### src/rtl/alu_arbiter.sv
// Two-requester arbiter in front of one shared combinational ALU, with a registered one-hot response.
// Optional ALU_ARB_FIXED_PRIO_EN: req0 always wins contention; otherwise round-robin.
module alu_arbiter #(
    parameter int DW    = 32,
    parameter int SEL_W = 4
) (
    input  logic               clk,
    input  logic               rst,
    input  logic [1:0]         req_valid_i,
    output logic [1:0]         req_ready_o,
    input  logic [2*SEL_W-1:0] req_sel_i,
    input  logic [2*DW-1:0]    req_a_i,
    input  logic [2*DW-1:0]    req_b_i,
    output logic [SEL_W-1:0]   alu_sel_o,
    output logic [DW-1:0]      alu_a_o,
    output logic [DW-1:0]      alu_b_o,
    input  logic [DW-1:0]      alu_res_i,
    output logic [1:0]         rsp_valid_o,
    output logic [DW-1:0]      rsp_data_o,
    input  logic [1:0]         rsp_ready_i
);

    typedef enum logic {
        IDLE = 1'b0,
        RESP = 1'b1
    } state_t;

    state_t     state;
    logic       rsp_accept;
    logic       can_issue;
    logic [1:0] gnt;
    logic [1:0] hs;

`ifndef ALU_ARB_FIXED_PRIO_EN
    logic       last_gnt;
`endif

    // NOTE: every signal gets a default at the top of always_comb so no path leaves it unassigned (no latch).
    always_comb begin
        rsp_accept = |(rsp_valid_o & rsp_ready_i);
        can_issue  = (state == IDLE) || rsp_accept;
        gnt        = 2'b00;
        if (!rst && can_issue) begin
            case (req_valid_i)
                2'b01:   gnt = 2'b01;
                2'b10:   gnt = 2'b10;
`ifdef ALU_ARB_FIXED_PRIO_EN
                2'b11:   gnt = 2'b01;
`else
                2'b11:   gnt = last_gnt ? 2'b01 : 2'b10;
`endif
                default: gnt = 2'b00;
            endcase
        end
    end

    assign req_ready_o = gnt;
    assign hs          = req_valid_i & gnt;

    // With no grant the bus falls back to req0 so the ALU never sees X.
    assign alu_sel_o = gnt[1] ? req_sel_i[2*SEL_W-1:SEL_W] : req_sel_i[SEL_W-1:0];
    assign alu_a_o   = gnt[1] ? req_a_i[2*DW-1:DW]         : req_a_i[DW-1:0];
    assign alu_b_o   = gnt[1] ? req_b_i[2*DW-1:DW]         : req_b_i[DW-1:0];

    // NOTE: sequential state uses non-blocking assignments only, so every flop samples pre-edge values.
    always_ff @(posedge clk) begin
        if (rst) begin
            // NOTE: the result register is reset too, so rsp_data_o reads 0 rather than X after reset.
            state       <= IDLE;
            rsp_valid_o <= 2'b00;
            rsp_data_o  <= '0;
`ifndef ALU_ARB_FIXED_PRIO_EN
            last_gnt    <= 1'b1;
`endif
        end else if (|hs) begin
            // A new issue may coincide with the old response being accepted: no bubble.
            state       <= RESP;
            rsp_valid_o <= hs;
            rsp_data_o  <= alu_res_i;
`ifndef ALU_ARB_FIXED_PRIO_EN
            last_gnt    <= hs[1];
`endif
        end else if (rsp_accept) begin
            state       <= IDLE;
            rsp_valid_o <= 2'b00;
        end
    end

endmodule
### config.mk
export PLATFORM = sky130hd
export DESIGN_NAME = alu_arbiter
export DESIGN_NICKNAME = d
export VERILOG_FILES = /design/src/rtl/alu_arbiter.sv
export SDC_FILE = /design/constraint.sdc
export NUM_CORES = 1
export LEC_CHECK = 0
export CAP_MARGIN = 0
export CORE_AREA = 3 3 106 108
export CTS_CLUSTER_SIZE = 25
export DETAILED_ROUTE_END_ITERATION = 16
export DIE_AREA = 0 0 109 111
export PLACE_DENSITY = 0.69
export SLEW_MARGIN = 20
export SYNTH_ARGS = -nofsm -noshare
export SYNTH_HDL_FRONTEND = slang
export SYNTH_SLANG_ARGS = --single-unit
export TNS_END_PERCENT = 100
### constraint.sdc
create_clock -name clk -period 2.35 [get_ports clk]
set_input_delay 0.47 -clock clk [delete_from_list [all_inputs] [get_ports clk]]
set_output_delay 0.47 -clock clk [all_outputs]
set_load 0.01 [all_outputs]
# Yosys cells after proc, flatten, opt, wreduce, memory -nomap -nowiden
# Cells that the tools add are included.
# totals
register_bits,36
input_bits,174
out_inout_bits,104
word_cells,26
# op_classes
n_eq_ne,3
muxes,10
n_bitwise,3
n_reduce_logical,6
# op_table
op,count
$mux 32,2
$mux 2,4
$pmux 2 s3,1
$and 2x2->2,2
$eq 2x2->1 const B,2
$mux 4,1
$reduce_or 2->1,2
$eq 2x1->1 const B,1
$mux 1,2
$reduce_bool 2->1,1
$logic_and 1x1->1,1
$logic_not 1->1,1
$logic_or 1x1->1,1
$not 1->1,1

# Depth between registers and ports, before layout
# Gate-level depths: netlist of the first run.
# logic_depth
depth_word,8
mapped_depth,5
depth_no_buf,3

# Worst setup path after synthesis of the first run
# Ideal clock, no wire load.
# synth_timing
path_type,input to output
from,input port rst
to,output port alu_b_o[23]
arrival_time_ns,1.650
required_ns,1.880
path_slack_ns,0.230
stages,4
cell_sequence,nand2b_1 a211oi_4 buf_6 mux2_2
# synth_via
elab_chain_len,4
# synth_lines
element,line_no,rtl
start: declaration,8,"input logic rst,"
$logic_not 1->1,43,if (!rst && can_issue) begin
$logic_and 1x1->1,43,
$mux 2,43,
net req_ready_o[1],10,"output logic [1:0] req_ready_o,"
$mux 32,63,assign alu_b_o = gnt[1] ? req_b_i[2*DW-1:DW] : req_b_i[DW-1:0];
end: declaration,16,"output logic [DW-1:0] alu_b_o,"
# The timed path passes the listed nets, and every way through them passes these cells.

# Final worst setup path of the first run
# layout_timing
from,register rsp_valid_o[0]
to,output port alu_sel_o[3]
# layout_via
elab_chain_len,6
# layout_lines
element,line_no,rtl
start: declaration,18,"output logic [1:0] rsp_valid_o,"
start signal: assignment,78,rsp_valid_o <= hs;
$and 2x2->2,40,rsp_accept = |(rsp_valid_o & rsp_ready_i);
$reduce_or 2->1,40,
$logic_or 1x1->1,41,can_issue = (state == IDLE) || rsp_accept;
$logic_and 1x1->1,43,
$mux 2,43,
$mux 4,61,assign alu_sel_o = gnt[1] ? req_sel_i[2*SEL_W-1:SEL_W] : req_sel_i[SEL_W-1:0];
end: declaration,14,"output logic [SEL_W-1:0] alu_sel_o,"
# Every way passes these cells.

==> results of run 1 <==
state kept, by name, summed over array words and instances (netlist names):
name,cells
last_gnt,1
rsp_data_o,32
rsp_valid_o,2
state,1
worst max-delay path, delay by kind of cell, from the launching register on:
| kind | cells | cell delay, ps |
|---|---|---|
| buffers and inverters | 4 | 540 |
| AOI/OAI and AO/OA | 2 | 380 |
| DFF | 1 | 330 |
| muxes | 1 | 330 |
Yosys cell counts:
cell type and number:
a22oi_2 1, o221ai_1 1, and2_1 1, nor3_1 1
clkbuf_1 7, nor2b_1 1, inv_1 2, a41o_2 1
nor2_1 1, a211oi_4 1, buf_6 7, o311ai_0 1
mux2_2 68, buf_4 3, nand2_1 66, nand2b_1 1
a21oi_1 3, mux2i_1 32, dfxtp_1 36, a22o_1 1
o21ai_0 1, a221o_2 1
placed cells by master, fill, tap and decap left out:
master / synthesis / final
clkbuf_8: 0 / 5
o221ai_1: 1 / 1
a41o_2: 1 / 1
clkinv_1: 0 / 1
mux2i_1: 32 / 32
o21ai_0: 1 / 1
inv_1: 2 / 1
buf_16: 0 / 5
buf_4: 3 / 15
nor2b_1: 1 / 1
nand2_1: 66 / 66
diode_2: 0 / 2
clkinv_4: 0 / 1
a22o_1: 1 / 1
a221o_2: 1 / 1
buf_6: 7 / 51
buf_2: 0 / 27
dlygate4sd2_1: 0 / 1
a211oi_4: 1 / 1
a21oi_4: 0 / 1
nand2b_4: 0 / 1
dfxtp_2: 0 / 2
nor2_1: 1 / 1
a22oi_2: 1 / 1
clkdlybuf4s50_1: 0 / 203
and2_4: 0 / 1
clkbuf_16: 0 / 2
buf_12: 0 / 4
a21oi_1: 3 / 2
o311ai_0: 1 / 1
mux2_2: 68 / 27
dfxtp_1: 36 / 34
mux2_4: 0 / 41
clkbuf_1: 7 / 2
nor3_1: 1 / 1
clkbuf_2: 0 / 1
layer usage:
metal	up-vias	share of wire	wire length (um)	track usage
met2	162	0.48	6440	0.351
met3	32	0.12	1630	0.0978
met5	-	0.0038	51	0
met4	8	0.027	359	0.0556
li1	1423	-	-	-
met1	1360	0.37	5010	0.231
cell type report:
type / instances / area, sq um / share of cell area
multi-input cells: 182 / 1640 / 0.284
well taps: 136 / 170 / 0.0295
flip-flops and latches: 36 / 723 / 0.125
clock inverters: 1 / 8.76 / 0.00152
diodes: 2 / 5.00 / 0.000868
repair buffers: 309 / 3140 / 0.544
inverters: 2 / 7.51 / 0.00130
clock buffers: 7 / 76.3 / 0.0132
path summary, 6_finish.rpt:
kind,startpoint,to,slack (ps),cells after the start
max,rsp_valid_o[0],alu_sel_o[3],3,7
min,rsp_data_o[29],rsp_data_o[29],460,2
max reg2reg,rsp_valid_o[0],rsp_valid_o[1],830,7
min reg2reg,rsp_data_o[29],rsp_data_o[29],460,2
metrics by stage:
stage,setup WS (ps),TNS (ps),util,power [W]
2_1_floorplan,230,0,-,0.00104
3_3_place_gp,-764,-50230,0.512,0.00167
3_5_place_dp,-787,-50390,0.512,0.00168
4_1_cts,-38.3,-523,0.522,0.00212
5_1_grt,-70.2,-1500,0.558,0.00231
6_report,3.01,0,0.558,0.00220
logic make-up (layout without fill, tap and decap cells):
group / after synthesis / after routing
other: 0 / 2
flip-flops: 36 / 36
multiplexers: 100 / 100
AND/OR/NAND/NOR: 71 / 71
AO/OA/AOI/OAI: 11 / 11
buffers and inverters: 19 / 319
power by group through the flow:
stage	sequential, W	combinational [W]	clock, W
3_3_place_gp	0.000701	0.000970	0
2_1_floorplan	0.000728	0.000313	0
5_1_grt	0.000699	0.00114	0.000475
6_report	0.000692	0.00107	0.000436
4_1_cts	0.000692	0.000977	0.000452
3_5_place_dp	0.000704	0.000979	0
repair_timing:
| action | CTS | global route |
|---|---|---|
| setup buffers | 9 | 0 |
| cloned | 6 | 2 |
| setup endpoints to repair | 70 | 57 |
| pin swaps | 2 | 2 |
| resized for setup | 322 | 85 |
| hold buffers | 0 | 0 |
==> key figures, run 1 <==
Run status
  – Result of the run: completed

Floorplan
  – Row Count: 37
  – DIE WIDTH: between 100 and 150 um
  – Core area: ~10000 sq um
  – Die Y-Extent: between 100 and 150 um
  – Die Area: ~12000 sq um
  – Starting Density: 0.225
  – Num ports: approximately 280

Logic synthesis
  – Largest family of logic cells by synthesized area: multiplexers
  – Post-synthesis compound-gate area fraction: 0.0437
  – Seq/Total Area, Yosys: 0.311
  – Yosys cell types: 22
  – Synthesized cell area: roughly 2300 sq um
  – Post-synthesis mux area share: 0.468
  – Yosys reg bits: 36
  – Dominant cells by area after synthesis: mux2_2 33%, dfxtp_1 31%, mux2i_1 14%
  – Xor/xnor cell area share of the yosys netlist: 0
  – Syn nets: 411
  – Yosys top cell area share: 0.330
  – Synth Instances: between 200 and 250
  – Cell taking the most area after synthesis: mux2_2
  – Synth Area in Simple Gates: 0.119
  – Adder-cell area share of the yosys netlist: 0
  – Avg Cell Area, Syn: ~10 sq um
  – Synth warnings: 0

Timing
  – Worst hold slack: 458 ps
  – Clk_skew: 16.2 ps
  – RSZ-0062 raised after global routing: true
  – Worst-margin pin slew: 464 ps
  – Max Clk Rate: about 0.43 GHz
  – Setup violations, final: 0
  – Post-layout min period: 2350 ps
  – Slew Limit Fails: 0
  – Max-slew headroom: 0.691
  – Final period util: 0.999
  – Hold Fails Final Rpt: 0

Clocking
  – CTS tree: done
  – Clock sink count: 36
  – Htree depth: 2
  – Clock-pin slew on the worst setup and hold paths: 80 ps
  – Total CTS buffers: 5
  – Root buf cell: clkbuf_8
  – Clk_lat worst skew: 290 ps
  – CTS max path bufs: 2

Power
  – Cell internal pwr: 0.00158 W
  – Register share of total power: 0.315
  – VDD IR max: 0.294 mV
  – Clock power frac: 0.198
  – Comb pwr share: 0.487
  – Sw Share: 0.283
  – Pwr Density: approximately 380 nW/um^2
  – P_leak: 2.47 nW
  – Switching power: 0.000622 W

Setup path
  – CP Cell Sequence: a22oi_2 > a211oi_4 > buf_6 > buf_6 > clkbuf_16 > mux2_4 > buf_6
  – WP data arrival: 1880 ps
  – Crit start category: register
  – Critical path endpoint category: output port
  – Largest stage delay, worst path: roughly 330 ps
  – Crit path required time: roughly 1900 ps
  – WS Path Type: reg2out
  – Crit Path Max Fanout: 6
  – CP max stage cell: dfxtp_2
  – Most numerous cell on the critical path: buf_6

Placement
  – Port Buf Inserts: 277
  – Placed cells: 649
  – Gpl congestion: 0.904
  – Placed cell areas: 5290 sq um
  – DP Wirelength: ~11 mm

Global route
  – Largest net degree at the start of global routing: just over 50
  – Gr ovfl total: 0
  – Total track usage: 0.207
  – Global-route wire length before repair: ~19 mm
  – Vias in the first global route: 3131
  – Antenna violations before repair: 6

Route
  – DR pass1 iterations: 4
  – WL per Instance: approximately 20 um
  – First DRT Iteration DRCs: a little under 70
  – Final ANT Viol Nets: 0
  – Total number of vias: 2985
  – DRC: 0
  – Post-DR vias/cell: approximately 4.4
  – Routed WL: between 10 and 15 mm

Final layout
  – P&R area growth vs syn: 149%
  – Share of layout cells above drive strength 1: 0.350
  – Non-filler instance count after layout: 675
  – Fillers: about 920
  – Nets: 710
  – Finished Cell Area: a little under 6000 sq um

Run
  – Max-cap viol count: 0

Hold path
  – Worst hold path type: reg2reg
(Power assumes the default switching activity.)
==> inputs of run 2 (changes only) <==
Settings changed: PLACE_DENSITY 0.69 to 0.8.
==> key figures, run 2 (synthesis gave the netlist of run 1 again) <==
Run status
  – Result of the run: finished with violations
  – Failing checks: negative setup slack

Setup path
  – Critical Path Start: req_valid_i[0]
  – Crit start category: input port
  – Register-to-register setup slack: ~750 ps
  – Critical Path Sink: alu_b_o[27]
  – Critical R2R Capture: rsp_data_o[21]
  – WS Path Type: in2out
  – Crit Path Max Fanout: 9
  – WP data arrival: about 2000 ps
  – FF-to-FF Start: rsp_valid_o[0]
  – R2R depth: 7
  – Crit path required time: 1880 ps
  – Critical path endpoint category: output port

Power
  – Register share of total power: 0.304
  – Sw Share: 0.268
  – Clock power frac: 0.238
  – P_leak: between 2 and 2.5 nW
  – Switching power: between 0.0006 and 0.0007 W
  – Power Total: 0.00227 W
  – Comb pwr share: 0.458
  – Pwr Density: approximately 400 nW/um^2
  – VDD IR max: ~0.30 mV
  – Cell internal pwr: approximately 0.0017 W

Clocking
  – Root buf cell: clkbuf_8
  – CTS tree: done
  – Clock-pin slew on the worst setup and hold paths: 80 ps
  – Total CTS buffers: 5
  – Clk_lat worst skew: ~280 ps
  – Clock sink count: 36
  – CTS max path bufs: 2
  – Hold_buf cts: 0
  – Htree depth: 2

Route
  – Routed WL: around 12 mm
  – DRC: 0
  – DR pass1 iterations: 4
  – Post-DR vias/cell: around 4.4
  – Total number of vias: 3004
  – First DRT Iteration DRCs: about 110
  – WL per Instance: around 18 um
  – Final ANT Viol Nets: 0

Floorplan
  – DIE WIDTH: 109 um
  – Die Area: around 12000 sq um
  – Die Y-Extent: 111 um
  – Starting Density: 0.225
  – Num ports: around 280
  – Core area: between 10000 and 15000 sq um
  – Row Count: 37

Global route
  – M1 GR Usage: 0.180
  – Global Route met3 Usage: 0.0641
  – Global-route wire length before repair: around 17 mm
  – Gr ovfl total: 0
  – GRT Max-Usage Layer: met2
  – Vias in the first global route: ~3200
  – Antenna violations before repair: 0
  – Total track usage: 0.186
  – Largest net degree at the start of global routing: 46
  – Met2 usage: 0.349

Hold path
  – Worst hold path type: reg2reg
  – Worst Hold Depth: 2

Final layout
  – Final core occ: 0.559
  – Nets: 719
  – Largest regs: rsp_data_o: 32 flops, rsp_valid_o: 2 flops
  – Share of layout cells above drive strength 1: 0.359
  – Biggest register: rsp_data_o
  – Max FFs per register: 32
  – Most common cell after layout, fill and taps aside: clkdlybuf4s50_1
  – Antenna Cells: 0
  – Commonest non-fill, non-tap cells in the layout: 202 x clkdlybuf4s50_1, 66 x nand2_1, 55 x mux2_2
  – P&R area growth vs syn: 149%

Timing
  – Post-layout min period: around 2500 ps
  – Final period util: 1.08
  – Final worst slack: -182 ps
  – Setup violations, final: 67
  – RSZ-0062 raised after global routing: true
  – Slew Limit Fails: 0
  – Worst-margin pin slew: between 400 and 500 ps
  – Setup_tns: -4570 ps
  – Clk_skew: 5.89 ps
  – Hold Fails Final Rpt: 0
  – Max Clk Rate: around 0.4 GHz
  – Max-slew headroom: 0.723

Run
  – Max-cap viol count: 0

Placement
  – DP Wirelength: 9.28 mm
  – Gpl congestion: between 0.8 and 0.9
  – Port Buf Inserts: roughly 280
  – Post-Place Worst Slack: -750 ps
[run 2: cell types whose count changed in the layout (fill, tap and decap cells not counted), moves of 2 or more]
cell | before | now
buf_6 | 51 | 39
clkbuf_1 | 2 | 0
diode_2 | 2 | 0
buf_4 | 15 | 18
buf_8 | 0 | 3
buf_2 | 27 | 36
mux2_2 | 27 | 55
mux2_4 | 41 | 13
buf_16 | 5 | 8
[run 2: cell type report]
class                   count  area, sq um
flip-flops and latches     36          722
repair buffers            318         3220
multi-input cells         182         1530
inverters                   2         7.51
clock buffers               5         68.8
clock inverters             3         42.5
fillers                   890         4560
well taps                 136          170
[run 2: worst min-delay path by stage]
stage	start	endpoint	slack, ps
after detailed placement	rsp_data_o[11]	rsp_data_o[11]	450
after floorplan	rsp_data_o[0]	rsp_data_o[0]	480
after global routing	rst	rsp_valid_o[0]	470
after global placement	rsp_data_o[1]	rsp_data_o[1]	440
final	rsp_data_o[11]	rsp_data_o[11]	460
after CTS	rsp_data_o[11]	rsp_data_o[11]	470
[run 2: per-stage QoR]
| step | hold WS (ps) | instances | cell area [sq um] |
|---|---|---|---|
| final | 460 | 682 | 5770 |
| after global routing | 474 | 682 | 5770 |
| after CTS | 467 | 678 | 5680 |
| after detailed placement | 446 | 648 | 5300 |
| after global placement | 441 | 648 | 5300 |
| after floorplan | 479 | 237 | 2320 |
[run 2: what timing repair did]
action | in CTS | in global routing
setup endpoints to repair | 70 | 69
setup buffers | 15 | 3
resized for setup | 346 | 13
pin swaps | 3 | 0
gates cloned | 7 | 1
[run 2: power groups by stage]
stage	clock (W)	combinational [W]	sequential (W)
after floorplan	0	0.000313	0.000728
after global placement	0	0.000957	0.000702
after detailed placement	0	0.000968	0.000704
after CTS	0.000566	0.00103	0.000691
after global routing	0.000589	0.00111	0.000699
final	0.000539	0.00104	0.000690
[run 2: per-layer routing]
metal / vias to the layer above / part of all wire
li1: 1438 / -
met1: 1378 / 0.34
met2: 164 / 0.53
met3: 24 / 0.099
met4: 0 / 0.035
met5: - / 0
[run 2: worst max-delay path, cell delays in order]
cell and delay, ps:
clkdlybuf4s15_1 190, and2_4 160, a211oi_4 170, buf_6 140, buf_4 150, buf_16 140, mux2_2 350, dlygate4sd2_1 290
